**src/rtl/dino_gfx_pkg.sv**
```systemverilog
// Shared constants and types for the dino sprite read path.
package dino_gfx_pkg;

  localparam int unsigned SPRITE_W = 32;
  localparam int unsigned SPRITE_H = 32;
  localparam int unsigned ADDR_W   = 10;
  localparam int unsigned COLOR_W  = 16;
  localparam int unsigned COL_W    = $clog2(SPRITE_W);
  localparam int unsigned ROW_W    = $clog2(SPRITE_H);

  typedef logic [15:0] rgb565_t;

  localparam rgb565_t TRANSPARENT_KEY = 16'hF81F;

  typedef enum logic [1:0] {IDLE, FETCH, LAST, READY} fetch_state_t;

endpackage

```
**src/rtl/dino_line_buffer.sv**
```systemverilog
// One sprite row of pixels: synchronous write from the fetch side,
// asynchronous read for the display compare.
module dino_line_buffer
  import dino_gfx_pkg::*;
(
  input  logic               i_clk,
  input  logic               i_we,
  input  logic [COL_W-1:0]   i_waddr,
  input  logic [COLOR_W-1:0] i_wdata,
  input  logic [COL_W-1:0]   i_raddr,
  output logic [COLOR_W-1:0] o_rdata
);

  logic [COLOR_W-1:0] r_mem [SPRITE_W];

  always_ff @(posedge i_clk) begin
    if (i_we) begin
      r_mem[i_waddr] <= i_wdata;
    end
  end

  assign o_rdata = r_mem[i_raddr];

endmodule

```
**src/rtl/dino_sprite_fetch.sv**
```systemverilog
// Prefetches one dino sprite row per hblank from the sprite ROM and emits it during active video.
// Optional SPRITE_MIRROR_EN adds a flip_h input that mirrors the fetched row horizontally.
module dino_sprite_fetch
  import dino_gfx_pkg::*;
(
  input  logic              clk,
  input  logic              reset,
  input  logic              line_start,
  input  logic [9:0]        next_vcount,
  input  logic [9:0]        sprite_x,
  input  logic [9:0]        sprite_y,
`ifdef SPRITE_MIRROR_EN
  input  logic              flip_h,
`endif
  input  logic [9:0]        hcount,
  output logic [ADDR_W-1:0] rom_addr,
  input  rgb565_t           rom_data,
  output rgb565_t           pix_rgb,
  output logic              pix_valid,
  output logic              busy
);

  fetch_state_t r_state, w_state_next;

  logic [ROW_W-1:0]  r_row;
  logic [9:0]        r_x_lat;
  logic [COL_W-1:0]  r_col;
  logic              r_row_ok;
  logic [ADDR_W-1:0] r_rom_addr;
  logic              r_iss_vld;
  logic [COL_W-1:0]  r_iss_col;
  logic              r_wr_vld;
  logic [COL_W-1:0]  r_wr_idx;
  rgb565_t           r_pix_rgb;
  logic              r_pix_valid;

  logic              w_hit;
  logic              w_issue;
  logic              w_last_wr;
  logic [COL_W-1:0]  w_col_eff;
  logic [ADDR_W-1:0] w_issue_addr;
  logic              w_in_spr;
  logic [COL_W-1:0]  w_rd_idx;
  rgb565_t           w_rd_data;

  assign w_hit = ({1'b0, next_vcount} >= {1'b0, sprite_y}) &&
                 ({1'b0, next_vcount} <  {1'b0, sprite_y} + 11'(SPRITE_H));

`ifdef SPRITE_MIRROR_EN
  logic r_flip;
  // SPRITE_W is a power of two, so SPRITE_W-1-col is the bitwise inverse of col.
  assign w_col_eff = r_flip ? ~r_col : r_col;
`else
  assign w_col_eff = r_col;
`endif

  assign w_issue_addr = {r_row, w_col_eff};
  assign w_last_wr    = r_wr_vld && (r_wr_idx == COL_W'(SPRITE_W - 1));

  always_comb begin
    w_state_next = r_state;
    w_issue      = 1'b0;
    case (r_state)
      FETCH: begin
        w_issue = 1'b1;
        if (r_col == COL_W'(SPRITE_W - 1)) begin
          w_state_next = LAST;
        end
      end
      LAST: begin
        if (w_last_wr) begin
          w_state_next = READY;
        end
      end
      default: ;
    endcase
    if (line_start) begin
      w_issue      = 1'b0;
      w_state_next = w_hit ? FETCH : IDLE;
    end
  end

  always_ff @(posedge clk) begin
    if (reset) begin
      r_state     <= IDLE;
      r_row       <= '0;
      r_x_lat     <= '0;
      r_col       <= '0;
      r_row_ok    <= 1'b0;
      r_rom_addr  <= '0;
      r_iss_vld   <= 1'b0;
      r_iss_col   <= '0;
      r_wr_vld    <= 1'b0;
      r_wr_idx    <= '0;
      r_pix_rgb   <= '0;
      r_pix_valid <= 1'b0;
`ifdef SPRITE_MIRROR_EN
      r_flip      <= 1'b0;
`endif
    end else begin
      r_state   <= w_state_next;
      r_iss_vld <= w_issue;
      // Writes still in flight when a new line starts are dropped.
      r_wr_vld  <= r_iss_vld && !line_start;
      r_iss_col <= r_col;
      r_wr_idx  <= r_iss_col;
      if (w_issue) begin
        r_rom_addr <= w_issue_addr;
        r_col      <= r_col + 1'b1;
      end
      if (line_start) begin
        r_row_ok <= 1'b0;
        if (w_hit) begin
          r_row   <= ROW_W'(next_vcount - sprite_y);
          r_x_lat <= sprite_x;
          r_col   <= '0;
`ifdef SPRITE_MIRROR_EN
          r_flip  <= flip_h;
`endif
        end
      end else if ((r_state == LAST) && w_last_wr) begin
        r_row_ok <= 1'b1;
      end
      r_pix_rgb   <= w_in_spr ? w_rd_data : '0;
      r_pix_valid <= w_in_spr && (w_rd_data != TRANSPARENT_KEY);
    end
  end

  assign w_in_spr = r_row_ok &&
                    ({1'b0, hcount} >= {1'b0, r_x_lat}) &&
                    ({1'b0, hcount} <  {1'b0, r_x_lat} + 11'(SPRITE_W));
  assign w_rd_idx = COL_W'(hcount - r_x_lat);

  dino_line_buffer u_line_buffer (
    .i_clk   (clk),
    .i_we    (r_wr_vld),
    .i_waddr (r_wr_idx),
    .i_wdata (rom_data),
    .i_raddr (w_rd_idx),
    .o_rdata (w_rd_data)
  );

  assign rom_addr  = r_rom_addr;
  assign pix_rgb   = r_pix_rgb;
  assign pix_valid = r_pix_valid;
  assign busy      = r_iss_vld || r_wr_vld;

endmodule

```
**config.mk**
```make
export PLATFORM = sky130hd
export DESIGN_NAME = dino_sprite_fetch
export DESIGN_NICKNAME = d
export VERILOG_FILES = /design/src/rtl/dino_gfx_pkg.sv /design/src/rtl/dino_line_buffer.sv /design/src/rtl/dino_sprite_fetch.sv
export SDC_FILE = /design/constraint.sdc
export NUM_CORES = 1
export LEC_CHECK = 0
export CORE_MARGIN = 5
export CORE_UTILIZATION = 41
export CTS_CLUSTER_DIAMETER = 120
export DETAILED_ROUTE_END_ITERATION = 8
export GPL_TIMING_DRIVEN = 0
export PLACE_DENSITY = 0.57
export SLEW_MARGIN = 20
export SYNTH_ARGS = -nofsm -noshare
export SYNTH_HDL_FRONTEND = slang
export SYNTH_SLANG_ARGS = --single-unit
```
**constraint.sdc**
```tcl
create_clock -name clk -period 4.2 [get_ports clk]
set_input_delay 0.84 -clock clk [delete_from_list [all_inputs] [get_ports clk]]
set_output_delay 0.84 -clock clk [all_outputs]
set_load 0.005 [all_outputs]
```
==> metrics.md <==
| Metric | Value |
|---|---|
| Status | finished, final reports clean |
| Tcrit/Tclk final | 0.962 |
| DP HPWL | 34900 um |
| Starting DRT DRC Count | 928 |
| Number of flops mapped to enable cells by yosys | 512 |
| Crit path arrival time | 4.48 ns |
| R2R cell count | 13 |
| Root Buffer | clkbuf_16 |
| Final GP Congestion | 0.761 |
| Crit-path max FO | 10 |
| Clock sink count | 574 |
| Worst Hold End | r_wr_idx[1]$_SDFF_PP0_ |
| Design Power | 12.5 mW |
| Pint | 9.82 mW |
| Net Sw Frac | 0.218 |
| Fin. max-slew vios | 0 |
| Cell area power density | 463 nW/um^2 |
| Skew-Pair Late Insertion Delay | 0.61 ns |
| Post-CTS Setup Bufs | 0 |
| Final min period | 4.04 ns |
| Post-Synthesis Cell Area | 22700 um^2 |
| Worst setup SP type | input port |
| Largest net degree at the start of global routing | 33 |
| Fin nets | 1435 |
| Die ar. | 60200 um^2 |
| Worst Path Required | 4.64 ns |
| CTS Buffer Depth | 3 |
| Site row count | 86 |
| Max Cap Violations | 0 |
| Synth Instances | 1177 |
| Yosys Warn Count | 0 |
| #FFs+latches synth | 574 |
| FF-to-FF setup slack | 0.58 ns |
| Routed vias/inst | 5.41 |
| DR vias | 11.6k |
| # setup viols final | 0 |
| Remaining DRCs | 0 |
| Core region area | 55000 um^2 |
| Vias in the first global route | 12.2k |
| P_sw | 2.73 mW |
| CTS clk-pin slew, worst paths | 0.06 ns |
| Sequential cell area fraction in the yosys report | 0.731 |
| Hold wc startpoint | r_iss_col[1]$_SDFF_PP0_ |
| Clock Skews | 0.0219 ns |
| CTS tree | yes |
| Post-synth top area share | 0.677 |
| Setup Slack @ Placement | -1.03 ns |
| Pleak | 8.74 nW |
| H-tree levels | 2 |
| Share of layout cells above drive strength 1 | 0.276 |
| Post-route setup slack | 0.158 ns |
| Final Hold Viols | 0 |
| Power share of the clock group | 0.411 |
| Post-Syn Nets | 1272 |
| DR pass1 iterations | 5 |
| Clock buffer count from CTS | 59 |
| Most common cell after layout, fill and taps aside | edfxtp_1 |
| Area contributors post-synth | edfxtp_1, mux4_2, dfxtp_1 |
| Async set-reset flop share out of synthesis | 0 |
| GRT Overall Usage | 0.178 |
| Sequential share of power | 0.497 |
| Synth Flop Type | edfxtp_1 |
| WL final | 53200 um |
| Hold crit path type | flip-flop to flip-flop |
| WS Path Type | input port to flip-flop |
| Post-synth top area cell | edfxtp_1 |
| Worst R2R End | pix_valid$_SDFF_PP0_ |
| Synth unique cells | 48 |
| Initial antenna violation count | 1 |
| Worst-Margin Slew | 1.04 ns |
| R2R Path Start | r_x_lat[2]$_SDFFE_PP0P_ |
| DR WL/cell | 24.9 um |
| Crit end category | flip-flop |
| Max rail drop VDD | 0.321 mV |
| RSZ-0062 raised after global routing | no |
| Worst Hold Depth | 1 |
| DIE WIDTH | 245 um |
| Max Clk Rate | 0.247 GHz |
| First-pass GRT wire length | 79300 um |
| GRT overflow | 0 |
| Starting Density | 0.413 |
| Post-DRT Antenna Nets | 0 |
| Max-Slew Margin vs Limit | 0.302 |
| Ant. Diodes | 0 |
| Count of port buffers added during placement | 86 |
| Syn_area_per_cell | 19.3 um^2 |
| Most frequent cells in the layout | edfxtp_1, mux4_2, clkdlybuf4s50_1 |
| IO Pins | 87 |
| Layout area overhead | 19.3% |
| Die Y-Extent | 245 um |
| Comb pwr share | 0.093 |
==> timing repair <==
| item | in CTS | in global routing |
|---|---|---|
| hold buffers | 0 | 0 |
| endpoints found under the setup margin | 3 | 1 |
| resized for setup | 18 | 12 |
==> synthesized netlist by cell type (all sizes together) (14+ instances only) <==
cell and count:
ha 34, mux4 128, nand2 30, nor2 68, a21oi 24, o21ai 14, dfxtp 62, buf 26
o22ai 30, clkbuf 25, inv 30, nor2b 18, and2 14, mux2 60, edfxtp 512
==> logic make-up (layout without fill, tap and decap cells) <==
kind of cell,after synthesis,after routing,synth area share
AOI/OAI and AO/OA,92,92,0.0250
xor gates and xnor gates,14,14,0.00573
adders and majority gates,36,36,0.0205
buffers and inverters,81,291,0.0158
muxes,200,200,0.162
and+or+nand+nor,180,180,0.0397
DFF,574,574,0.731
==> worst max path at each step <==
stage	slack (ns)	startpoint	end
floorplan	0.49	hcount[0]	pix_valid$_SDFF_PP0_
global placement	-1.06	hcount[0]	pix_valid$_SDFF_PP0_
detailed placement	-1.03	hcount[0]	pix_valid$_SDFF_PP0_
CTS	0.006	hcount[0]	pix_valid$_SDFF_PP0_
global route	0.01	hcount[0]	pix_valid$_SDFF_PP0_
finish	0.16	hcount[0]	pix_valid$_SDFF_PP0_
==> per-layer routing <==
layer | part of all wire | up-vias | wire [um] | track usage
li1 | - | 5063 | - | -
met1 | 0.45 | 6047 | 23700 | 0.257
met2 | 0.46 | 359 | 24600 | 0.277
met3 | 0.063 | 85 | 3360 | 0.0336
met4 | 0.030 | 0 | 1590 | 0.0578
met5 | 0 | - | 0 | 0
==> power by group through the flow <==
| stage | sequential (mW) | clock [mW] | combinational, mW |
|---|---|---|---|
| after floorplan | 6.35 | 0 | 0.742 |
| after global placement | 6.35 | 0 | 1.16 |
| after detailed placement | 6.35 | 0 | 1.17 |
| after CTS | 6.23 | 5.26 | 1.18 |
| after global routing | 6.23 | 5.50 | 1.26 |
| final | 6.23 | 5.15 | 1.16 |
==> state kept, by name, summed over array words and instances, names as in the netlist <==
signal / count
u_line_buffer.r_mem: 512
pix_rgb: 16
r_x_lat: 10
rom_addr: 10
r_col: 5
r_iss_col: 5
r_row: 5
r_wr_idx: 5
r_state: 2
pix_valid: 1
r_iss_vld: 1
r_row_ok: 1
r_wr_vld: 1
==> per-stage QoR <==
| step | utilization | cells | area [um^2] | setup TNS, ns | hold WS (ns) |
|---|---|---|---|---|---|
| after floorplan | - | 1177 | 22700 | 0 | 0.414 |
| after global placement | 0.446 | 2011 | 24500 | -11.24 | 0.420 |
| after detailed placement | 0.458 | 2028 | 25200 | -8.44 | 0.425 |
| after CTS | 0.493 | 2136 | 27100 | 0 | 0.440 |
| after global routing | 0.493 | 2135 | 27100 | 0 | 0.465 |
| final | 0.493 | 2135 | 27100 | 0 | 0.436 |
==> layout make-up <==
class / count / area [um^2]
Tap cell: 748 / 936
Clock buffer: 82 / 1680
Buffer: 50 / 275
Clock inverter: 26 / 245
Fill cell: 4539 / 27900
Sequential cell: 574 / 16600
Inverter: 30 / 113
Multi-Input combinational cell: 522 / 5990
Timing Repair Buffer: 103 / 1260
==> worst max-delay path, stage by stage <==
cell,delay (ns)
clkdlybuf4s50_1,0.47
inv_1,0.04
ha_1,0.21
fa_1,0.51
buf_2,0.27
clkbuf_4,0.33
buf_2,0.34
mux4_2,0.26
mux2_2,0.16
o22ai_1,0.10
nor2_1,0.39
nand4b_1,0.21
nor4_2,0.24
nor3_1,0.07
Note: power is estimated with default switching activity, not from simulation.
